[src/rtl/qpsk_pkg.sv]
// Shared types and constellation tables for the QPSK framing transmitter.
package qpsk_pkg;

  typedef enum logic [1:0] {
    IDLE = 2'd0,
    SEND = 2'd1,
    DONE = 2'd2
  } state_t;

  localparam logic SIGN_POS = 1'b0;
  localparam logic SIGN_NEG = 1'b1;

  // {I,Q} per phase index; entry n sits at bits [2n+1:2n]
  localparam logic [7:0] PHASE_IQ = {
    {SIGN_NEG, SIGN_POS},
    {SIGN_NEG, SIGN_NEG},
    {SIGN_POS, SIGN_NEG},
    {SIGN_POS, SIGN_POS}
  };

  function automatic logic [1:0] gray_map(input logic [1:0] dibit);
    logic [1:0] ph;
    case (dibit)
      2'b00:   ph = 2'd0;
      2'b01:   ph = 2'd1;
      2'b11:   ph = 2'd2;
      default: ph = 2'd3;
    endcase
    return ph;
  endfunction

  function automatic logic [1:0] phase_iq(input logic [1:0] ph);
    return PHASE_IQ[{ph, 1'b0} +: 2];
  endfunction

endpackage

[src/rtl/sym_rate_div.sv]
// Symbol-rate divider: counts 0..DIV-1 and ticks on the last count of each period.
module sym_rate_div #(
  parameter int DIV = 50,
  localparam int CW = $clog2(DIV + 1)
) (
  input  logic          clk,
  input  logic          rst,
  input  logic          clr,
  output logic [CW-1:0] cnt,
  output logic          tick
);

  localparam logic [CW-1:0] LAST = CW'(DIV - 1);

  always_ff @(posedge clk) begin
    if (rst || clr) begin
      cnt <= '0;
    end else if (cnt == LAST) begin
      cnt <= '0;
    end else begin
      cnt <= cnt + CW'(1);
    end
  end

  assign tick = (cnt == LAST);

endmodule

[src/rtl/qpsk_frame_tx.sv]
// QPSK framing transmitter: preamble + payload serialised MSB-first into dibits,
// one Gray-mapped (optionally differential) I/Q symbol every SYM_DIV clocks.
module qpsk_frame_tx #(
  parameter int DATA_W = 40,
  parameter int PRE_W = 16,
  parameter logic [((PRE_W > 0) ? PRE_W : 1)-1:0] PREAMBLE = 16'hE4E4,
  parameter int SYM_DIV = 50,
  parameter bit DIFF_EN = 1'b0
) (
  input  logic              clk,
  input  logic              rst,
  input  logic [DATA_W-1:0] para_in,
  input  logic              in_valid,
  output logic              in_ready,
  output logic              sym_i,
  output logic              sym_q,
  output logic              sym_valid,
  output logic              frame_active,
  output logic              frame_done
);

  import qpsk_pkg::*;

  localparam int FW  = PRE_W + DATA_W;
  localparam int N   = FW / 2;
  localparam int SCW = $clog2(N + 1);
  localparam int DCW = $clog2(SYM_DIV + 1);
  localparam logic [SCW-1:0] N_SYM   = SCW'(N);
  localparam logic [DCW-1:0] DIV_PRE = (SYM_DIV > 1) ? DCW'(SYM_DIV - 2) : '0;
  localparam bit ONE_CYCLE = (N * SYM_DIV == 1);

  state_t          state, state_nxt;
  logic [FW-1:0]   frame_word;
  logic [FW-1:0]   shreg;
  logic [SCW-1:0]  sym_cnt;
  logic [SCW-1:0]  popped_nxt;
  logic [1:0]      phase;
  logic [1:0]      base_ph;
  logic [1:0]      ph_new;
  logic [1:0]      dibit;
  logic [DCW-1:0]  div_cnt;
  logic            div_tick;
  logic            ready_arm;
  logic            accept;
  logic            send_pop;
  logic            any_pop;
  logic            end_tick;
  logic            last_sym;

  if (PRE_W > 0) begin : g_pre
    assign frame_word = {PREAMBLE[PRE_W-1:0], para_in};
  end else begin : g_nopre
    assign frame_word = para_in;
  end

  sym_rate_div #(
    .DIV (SYM_DIV)
  ) u_div (
    .clk  (clk),
    .rst  (rst),
    .clr  (accept),
    .cnt  (div_cnt),
    .tick (div_tick)
  );

  assign accept   = in_valid & in_ready;
  assign send_pop = (state == SEND) && div_tick && (sym_cnt != N_SYM);
  assign any_pop  = accept | send_pop;

  // The frame ends one cycle before the final period's tick, so look one count ahead.
  assign end_tick   = (SYM_DIV == 1) || (div_cnt == DIV_PRE);
  assign popped_nxt = sym_cnt + SCW'(send_pop);
  assign last_sym   = (state == SEND) && end_tick && (popped_nxt == N_SYM);

  assign dibit   = accept ? frame_word[FW-1 -: 2] : shreg[FW-1 -: 2];
  assign base_ph = accept ? 2'd0 : phase;
  assign ph_new  = DIFF_EN ? (base_ph + gray_map(dibit)) : gray_map(dibit);

  always_ff @(posedge clk) begin
    if (rst) begin
      state <= IDLE;
    end else begin
      state <= state_nxt;
    end
  end

  always_comb begin
    state_nxt = state;
    case (state)
      IDLE:    if (accept) state_nxt = ONE_CYCLE ? DONE : SEND;
      SEND:    if (last_sym) state_nxt = DONE;
      DONE:    state_nxt = IDLE;
      default: state_nxt = IDLE;
    endcase
  end

  always_comb begin
    in_ready     = (state == IDLE) && ready_arm;
    frame_active = (state != IDLE);
    frame_done   = (state == DONE);
  end

  always_ff @(posedge clk) begin
    if (rst) begin
      ready_arm <= 1'b0;
      sym_valid <= 1'b0;
      sym_i     <= 1'b0;
      sym_q     <= 1'b0;
      phase     <= 2'd0;
      sym_cnt   <= '0;
    end else begin
      ready_arm <= 1'b1;
      sym_valid <= any_pop;
      if (any_pop) begin
        phase          <= ph_new;
        {sym_i, sym_q} <= phase_iq(ph_new);
        sym_cnt        <= accept ? SCW'(1) : popped_nxt;
      end
    end
  end

  always_ff @(posedge clk) begin
    if (accept) begin
      shreg <= frame_word << 2;
    end else if (send_pop) begin
      shreg <= shreg << 2;
    end
  end

endmodule
[config.mk]
export PLATFORM = sky130hd
export DESIGN_NAME = qpsk_frame_tx
export DESIGN_NICKNAME = d
export VERILOG_FILES = /design/src/rtl/qpsk_pkg.sv /design/src/rtl/sym_rate_div.sv /design/src/rtl/qpsk_frame_tx.sv
export SDC_FILE = /design/constraint.sdc
export NUM_CORES = 1
export LEC_CHECK = 0
export ABC_AREA = 1
export BUFFER_PORTS_ARGS = -buffer_cell sky130_fd_sc_hd__buf_2
export CORE_UTILIZATION = 60
export CTS_BUF_LIST = sky130_fd_sc_hd__clkbuf_4 sky130_fd_sc_hd__clkbuf_8 sky130_fd_sc_hd__clkbuf_16
export CTS_CLUSTER_DIAMETER = 200
export DETAILED_ROUTE_END_ITERATION = 8
export PLACE_DENSITY_LB_ADDON = 0.08
export SLEW_MARGIN = 0
export SYNTH_ARGS = -nofsm -noshare
export SYNTH_HDL_FRONTEND = slang
export SYNTH_SLANG_ARGS = --single-unit
[constraint.sdc]
create_clock -name clk -period 3.5 [get_ports clk]
set_input_delay 0.525 -clock clk [delete_from_list [all_inputs] [get_ports clk]]
set_output_delay 0.525 -clock clk [all_outputs]
set_load 0.02 [all_outputs]
Word level (Yosys, flattened, before mapping)
Cells that the tools add are included.
W data, S select, Z words.
{"block": "totals", "inputBits": 43, "output_inout_bits": 6, "word_cells": 45, "regBits": 71}
{"block": "classes", "muxes": 9, "bitwise_logic": 2, "add_sub_neg": 2, "n_shift": 1, "n_reduce_logical": 12, "eq_ne": 10}
{"cell": "$mux W42", "count": 2}
{"cell": "$eq A6 B6 Y1 const B", "count": 2}
{"cell": "$shiftx A8 B4 Y2 const A", "count": 1}
{"cell": "$add A6 B1 Y6 const B", "count": 1}
{"cell": "$mux W2", "count": 3}
{"cell": "$pmux W2 S3", "count": 1}
{"cell": "$add A5 B1 Y5", "count": 1}
{"cell": "$eq A5 B5 Y1 const B", "count": 1}
{"cell": "$logic_and A1 B1 Y1", "count": 5}
{"cell": "$mux W5", "count": 1}
{"cell": "$ne A5 B5 Y1 const B", "count": 1}
{"cell": "$eq A2 B1 Y1 const B", "count": 2}
{"cell": "$eq A2 B2 Y1 const B", "count": 2}
{"cell": "$logic_not A2 Y1", "count": 2}
{"cell": "$ne A2 B2 Y1 const B", "count": 2}
{"cell": "$pmux W2 S2", "count": 1}
{"cell": "$reduce_bool A2 Y1", "count": 2}
{"cell": "$reduce_and A2 Y1", "count": 1}
{"cell": "$reduce_or A2 Y1", "count": 1}
{"cell": "$and A1 B1 Y1", "count": 1}
{"cell": "$logic_or A1 B1 Y1", "count": 1}
{"cell": "$mux W1", "count": 1}
{"cell": "$or A1 B1 Y1", "count": 1}

Logic depth before layout (Yosys ltp)
{"block": "logic_depth", "depth_word": 8, "ltp_mapped": 17, "ltp_nobuf": 16}

By module
From an unflattened synthesis, not the netlist that was laid out.
{"block": "hier_totals", "hier_cells": 327, "area_unflattened_um2": 3019.1}
{"module": "qpsk_frame_tx", "area_per_inst_um2": 2736.4, "seq_area_each_um2": 1701.6, "n_inst": 1, "cells_per_inst": 293}
{"module": "sym_rate_div", "area_per_inst_um2": 282.8, "seq_area_each_um2": 120.1, "n_inst": 1, "cells_per_inst": 34}

Worst setup path before layout
No wires, ideal clock.
{"block": "synth_path", "path_type": "flip-flop to flip-flop", "from": "register u_div.cnt[0]", "to": "register state[0]", "synth_period_minus_slack_ns": 2.067, "required_ns": 3.383, "arrival_ns": 1.949, "setup_slack_ns": 1.433, "path_stages_with_launch": 17, "setup_ns": 0.117, "path_buffers": 1, "cell_sequence": "dfxtp_1 ha_1 nand2_1 nor2_2 inv_1 nor2_4 buf_6 ha_1 ha_1 inv_1 nand2_1 nor2_1 nand2_1 nor2_1 nand3_1 nand2_1 a21oi_1"}
{"block": "synth_via", "elab_chain_len": 8, "word_cells_on_any_way": 10, "cone_classes": "add/sub: 1; eq/ne: 4; reduce/logical: 5"}
{"element": "from (decl)", "line": "sym_rate_div.sv:9", "rtl": "output logic [CW-1:0] cnt,"}
{"element": "from (signal assigned)", "line": "sym_rate_div.sv:21", "rtl": "cnt <= cnt + CW'(1);"}
{"element": "$eq A6 B6 Y1", "line": "sym_rate_div.sv:25", "rtl": "assign tick = (cnt == LAST);"}
{"element": "$logic_and A1 B1 Y1 (2 in a row)", "line": "qpsk_frame_tx.sv:67", "rtl": "assign send_pop = (state == SEND) && div_tick && (sym_cnt != N_SYM);"}
{"element": "named net send_pop", "line": "qpsk_frame_tx.sv:45", "rtl": "logic send_pop;"}
{"element": "$add A5 B1 Y5", "line": "qpsk_frame_tx.sv:72", "rtl": "assign popped_nxt = sym_cnt + SCW'(send_pop);"}
{"element": "$eq A5 B5 Y1", "line": "qpsk_frame_tx.sv:73", "rtl": "assign last_sym = (state == SEND) && end_tick && (popped_nxt == N_SYM);"}
{"element": "$logic_and A1 B1 Y1", "line": "qpsk_frame_tx.sv:73"}
{"element": "$ne A2 B2 Y1 (no source line)"}
{"element": "$reduce_and A2 Y1 (no source line)"}
{"element": "to (signal assigned)", "line": "qpsk_frame_tx.sv:83", "rtl": "state <= state_nxt;"}
{"element": "to (decl)", "line": "qpsk_frame_tx.sv:32", "rtl": "state_t state, state_nxt;"}
The timed path passes the listed nets, and every way through them passes these cells.
A chain may end at the register's enable or synchronous reset.

Final worst setup path
{"block": "layout_path", "from": "register u_div.cnt[0]", "to": "register state[0]"}
{"block": "layout_via", "elab_chain_len": 8, "word_cells_on_any_way": 10, "cone_classes": "add/sub: 1; eq/ne: 4; reduce/logical: 5"}
{"element": "$eq A6 B6 Y1", "line": "sym_rate_div.sv:25"}
{"element": "$logic_and A1 B1 Y1 (2 in a row)", "line": "qpsk_frame_tx.sv:67"}
{"element": "$add A5 B1 Y5", "line": "qpsk_frame_tx.sv:72"}
{"element": "$eq A5 B5 Y1", "line": "qpsk_frame_tx.sv:73"}
{"element": "$logic_and A1 B1 Y1 (*)", "line": "qpsk_frame_tx.sv:73"}
{"element": "$ne A2 B2 Y1 (no source line) (*)"}
{"element": "$reduce_and A2 Y1 (no source line) (*)"}
Mark *: on every way between the ends. The rest lies on a longest branch, timed or not.

==> Implementation_results.wiki <==
{| class="wikitable"
! Metric !! Value
|-
| Worst stage delay on the critical path || around 0.4 ns
|-
| Post-cts sizing count || 0
|-
| Worst R2R Start || u_div.cnt[0]
|-
| Result of the run || finished clean
|-
| Library cell used as clock root buffer || sky130_fd_sc_hd__clkbuf_8
|-
| Setup repair after global routing missed its margin || false
|-
| Hold Path Depth || 3
|-
| Post-synth design cell area || around 0.0031 sq mm
|-
| Layout cell share with drive strength beyond 1 || between 20 and 25%
|-
| Final WL || between 4000 and 5000 um
|-
| Minimum period implied by the final worst setup slack || 2.31 ns
|-
| Remaining antenna violation count after routing || 0
|-
| Classification of the worst setup path || flop to flop
|-
| Final setup skew || around 0.0062 ns
|-
| Most common cell on crit path || sky130_fd_sc_hd__nand2_1
|-
| Crit-path max FO || 15
|-
| Placed cell count || between 400 and 500
|-
| Top cell family by delay on the critical path || simple AND/OR/NAND/NOR gates
|-
| Num ports || a little under 50
|-
| Average detailed-routed wire length per instance || roughly 11 um
|-
| Worst slack, placed || approximately 1.2 ns
|-
| FP Rows || 25
|-
| Capturing point of the worst reg2reg path || state[0]
|-
| Adder-cell area share of the yosys netlist || between 2 and 2.5%
|-
| Average via count per standard cell || 4.83
|-
| CTS clk-pin slew, worst paths || around 0.080 ns
|-
| Cell types with the largest area share after synthesis || sky130_fd_sc_hd__edfxtp_1 39%, sky130_fd_sc_hd__dfxtp_1 20%, sky130_fd_sc_hd__nand2_1 17%
|-
| Number of different library cells in the post-synthesis netlist || 29
|-
| Clock tree sinks || 71
|-
| Total cell area at the placement stage || between 0.003 and 0.004 sq mm
|-
| Signal arrival time at the worst endpoint || 2.52 ns
|-
| Number of violations of the max-capacitance limit || 0
|-
| H-tree levels || 3
|-
| Drt first-iter violations || ~110
|-
| Final worst setup slack || 1.19 ns
|-
| Power Total || 1.71 mW
|-
| Clock tree buffer depth || 2
|-
| Register-to-register setup slack || between 1 and 1.5 ns
|-
| Dominant cell type by area after synthesis || sky130_fd_sc_hd__edfxtp_1
|-
| Number of nets produced by synthesis || roughly 380
|-
| Total clock buffers created by CTS || 9
|-
| Switching share of power || ~23%
|-
| TritonCTS clock tree || yes
|-
| Total global routing track utilization || a little over a fifth
|-
| Largest net degree at the start of global routing || 57
|-
| Number of nets in the finished design || 426
|-
| Internal Power || 1.33 mW
|-
| Setup total negative slack || 0 ns
|-
| Number of setup buffers added after CTS || 0
|-
| Post-synthesis sequential area ratio || about three fifths
|-
| Power density over the cells || 493 mW/mm^2
|-
| Area share of the largest cell type after synthesis || roughly two fifths
|-
| Pins Over Slew Limit || 0
|-
| First-pass GRT wire length || 8600 um
|-
| Count of port buffers added during placement || 48
|-
| Critical Path RT || between 3 and 4 ns
|-
| Number of buffers and inverters on the critical path || 2
|-
| Worst-skew pair later-pin latency || about 0.33 ns
|-
| Largest family of logic cells by synthesized area || simple AND/OR/NAND/NOR gates
|-
| Via count of the first global-routing pass || 2042
|-
| Worst Setup Start Kind || flop
|-
| Worst-case reg-to-reg path depth || 15
|-
| Number of antenna violations at the first check in global routing || 0
|-
| Share of synthesized cell area in and, or, nand and nor gates || between 20% and 30%
|-
| Final cell area excluding filler cells || around 0.0035 sq mm
|-
| Endpoints failing setup || 0
|-
| Multiplexer area fraction after synthesis || 0%
|-
| Hold-fix buffers, CTS || 0
|-
| Clock group share of total power || 38.2%
|-
| Synthesized area per cell || 9.30 sq um
|-
| Starting density of the core || between 60% and 70%
|-
| Hold Crit Class || input port to flop
|-
| Achievable Freq || 432 MHz
|-
| Hold path startpoint || para_in[3]
|-
| DRC violation count after routing || 0
|-
| P&R area growth vs syn || 12.9%
|-
| Count of mapped cells out of synthesis || roughly 330
|-
| Part of the total power dissipated in sequential elements || between 50 and 60%
|-
| Post-synthesis sequential element count || 71
|-
| Die span in y || roughly 74 um
|-
| Least-Margin Pin Slew || around 0.7 ns
|-
| Worst supply voltage drop on vdd || around 0.30 mV
|-
| Master of the slowest instance on the critical path || sky130_fd_sc_hd__dfxtp_1
|-
| Cell Chain, Critical Path || ha_1 -> nand2_1 -> nor2_2 -> inv_1 -> nor2_4 -> ha_1 -> ha_1 -> inv_1 -> nand2_1 -> nor2_1 -> nand2_1 -> nor2_1 -> nand3_1 -> nand2_1 -> a21oi_1
|-
| Switching power || between 0.3 and 0.4 mW
|-
| Total gr overflow || 0
|-
| Synthesis Warnings || 0
|-
| Die Width || between 70 and 80 um
|-
| Slew headroom || a little over half
|-
| Vias post-DR || ~2200
|-
| Xor and xnor fraction of the mapped netlist area || less than 1%
|-
| Antenna diode instance count || 0
|-
| Final Hold Fails || 0
|-
| DIE AREA || ~0.0054 sq mm
|-
| Cell leakage power || 1.57 nW
|-
| DPL Wire Length || 3210 um
|-
| Final std cells w/o fill || 450
|-
| Tcrit/Tclk final || between 60% and 70%
|-
| Worst hold slack after final layout || 0.454 ns
|-
| Endpoint, Worst Hold || shreg[5]
|-
| Placeable core area || about 0.0048 sq mm
|-
| Gate power share || under 10%
|-
| Final design utilization || 72.1%
|-
| Global placer's final weighted congestion || ~0.85
|-
| DRT Pass-1 Iters || 4
|-
| Complex-gate fraction of the synthesized area || 4.64%
|-
| Type of destination of the critical path || flop
|}
cell usage after synthesis, drive strengths merged:
library cell / instances
a21oi: 9
a22oi: 1
buf: 7
clkbuf: 5
dfxtp: 31
edfxtp: 40
ha: 5
inv: 29
nand2: 144
nand3: 10
nand3b: 1
nand4: 1
nor2: 30
nor3b: 2
o21ai: 10
o22a: 1
o22ai: 2
or2: 1
xnor2: 1
xor2: 1
layout make-up:
| class | count | area (sq um) |
|---|---|---|
| Clock buffer | 12 | 188 |
| Fill cell | 409 | 1340 |
| Timing Repair Buffer | 48 | 240 |
| Multi-Input combinational cell | 219 | 1010 |
| Inverter | 29 | 109 |
| Tap cell | 67 | 83.8 |
| Clock inverter | 4 | 23.8 |
| Sequential cell | 71 | 1820 |
power by group through the flow:
| stage | clock network (mW) | registers, mW | logic, mW |
|---|---|---|---|
| floorplan | 0 | 0.950 | 0.0931 |
| global placement | 0 | 0.949 | 0.126 |
| detailed placement | 0 | 0.950 | 0.129 |
| CTS | 0.668 | 0.931 | 0.130 |
| global route | 0.699 | 0.934 | 0.149 |
| finish | 0.654 | 0.931 | 0.128 |
registers in the layout, summed over array words and instances (netlist names):
name and flops:
ready_arm 1, shreg 54, state 2, sym_cnt 5, sym_i 1, sym_q 1, sym_valid 1, u_div.cnt 6
cells by family (layout without fill, tap and decap cells):
kind of cell,count (synthesis),after routing
simple gates,189,189
flops,71,71
buf+inv,41,93
compound gates,23,23
fa+ha+maj,5,5
xor+xnor,2,2
worst min-delay path, delay by kind of cell:
| family | cells | cell delay [ns] |
|---|---|---|
| and+or+nand+nor | 2 | 0.08 |
| buffers and inverters | 1 | 0.07 |
worst max path at each step:
stage / start / to / cells past startpoint
2_1_floorplan: u_div.cnt[0] / state[0] / 16
3_3_place_gp: u_div.cnt[0] / state[0] / 15
3_5_place_dp: u_div.cnt[0] / state[0] / 15
4_1_cts: u_div.cnt[0] / state[0] / 15
5_1_grt: u_div.cnt[0] / state[0] / 15
6_report: u_div.cnt[0] / state[0] / 15
cells in the final DEF (no fill, tap or decap), types with 2 or more instances in the layout:
cell / instances
sky130_fd_sc_hd__a21oi_1: 9
sky130_fd_sc_hd__buf_2: 48
sky130_fd_sc_hd__clkbuf_16: 2
sky130_fd_sc_hd__clkbuf_8: 10
sky130_fd_sc_hd__clkinv_2: 3
sky130_fd_sc_hd__dfxtp_1: 31
sky130_fd_sc_hd__edfxtp_1: 40
sky130_fd_sc_hd__ha_1: 5
sky130_fd_sc_hd__inv_1: 27
sky130_fd_sc_hd__inv_2: 2
sky130_fd_sc_hd__nand2_1: 142
sky130_fd_sc_hd__nand2_4: 2
sky130_fd_sc_hd__nand3_1: 8
sky130_fd_sc_hd__nor2_1: 26
sky130_fd_sc_hd__nor2_2: 3
sky130_fd_sc_hd__nor3b_1: 2
sky130_fd_sc_hd__o21ai_0: 5
sky130_fd_sc_hd__o21ai_2: 5
sky130_fd_sc_hd__o22ai_1: 2
per-layer routing:
layer	vias up	GRT usage, %	part of all wire, %
li1	1143	-	-
met1	983	27.4	48
met2	42	34.1	47
met3	7	4.39	3.4
met4	0	10.5	1.4
met5	-	0	0
Note: power is estimated with default switching activity, not from simulation.
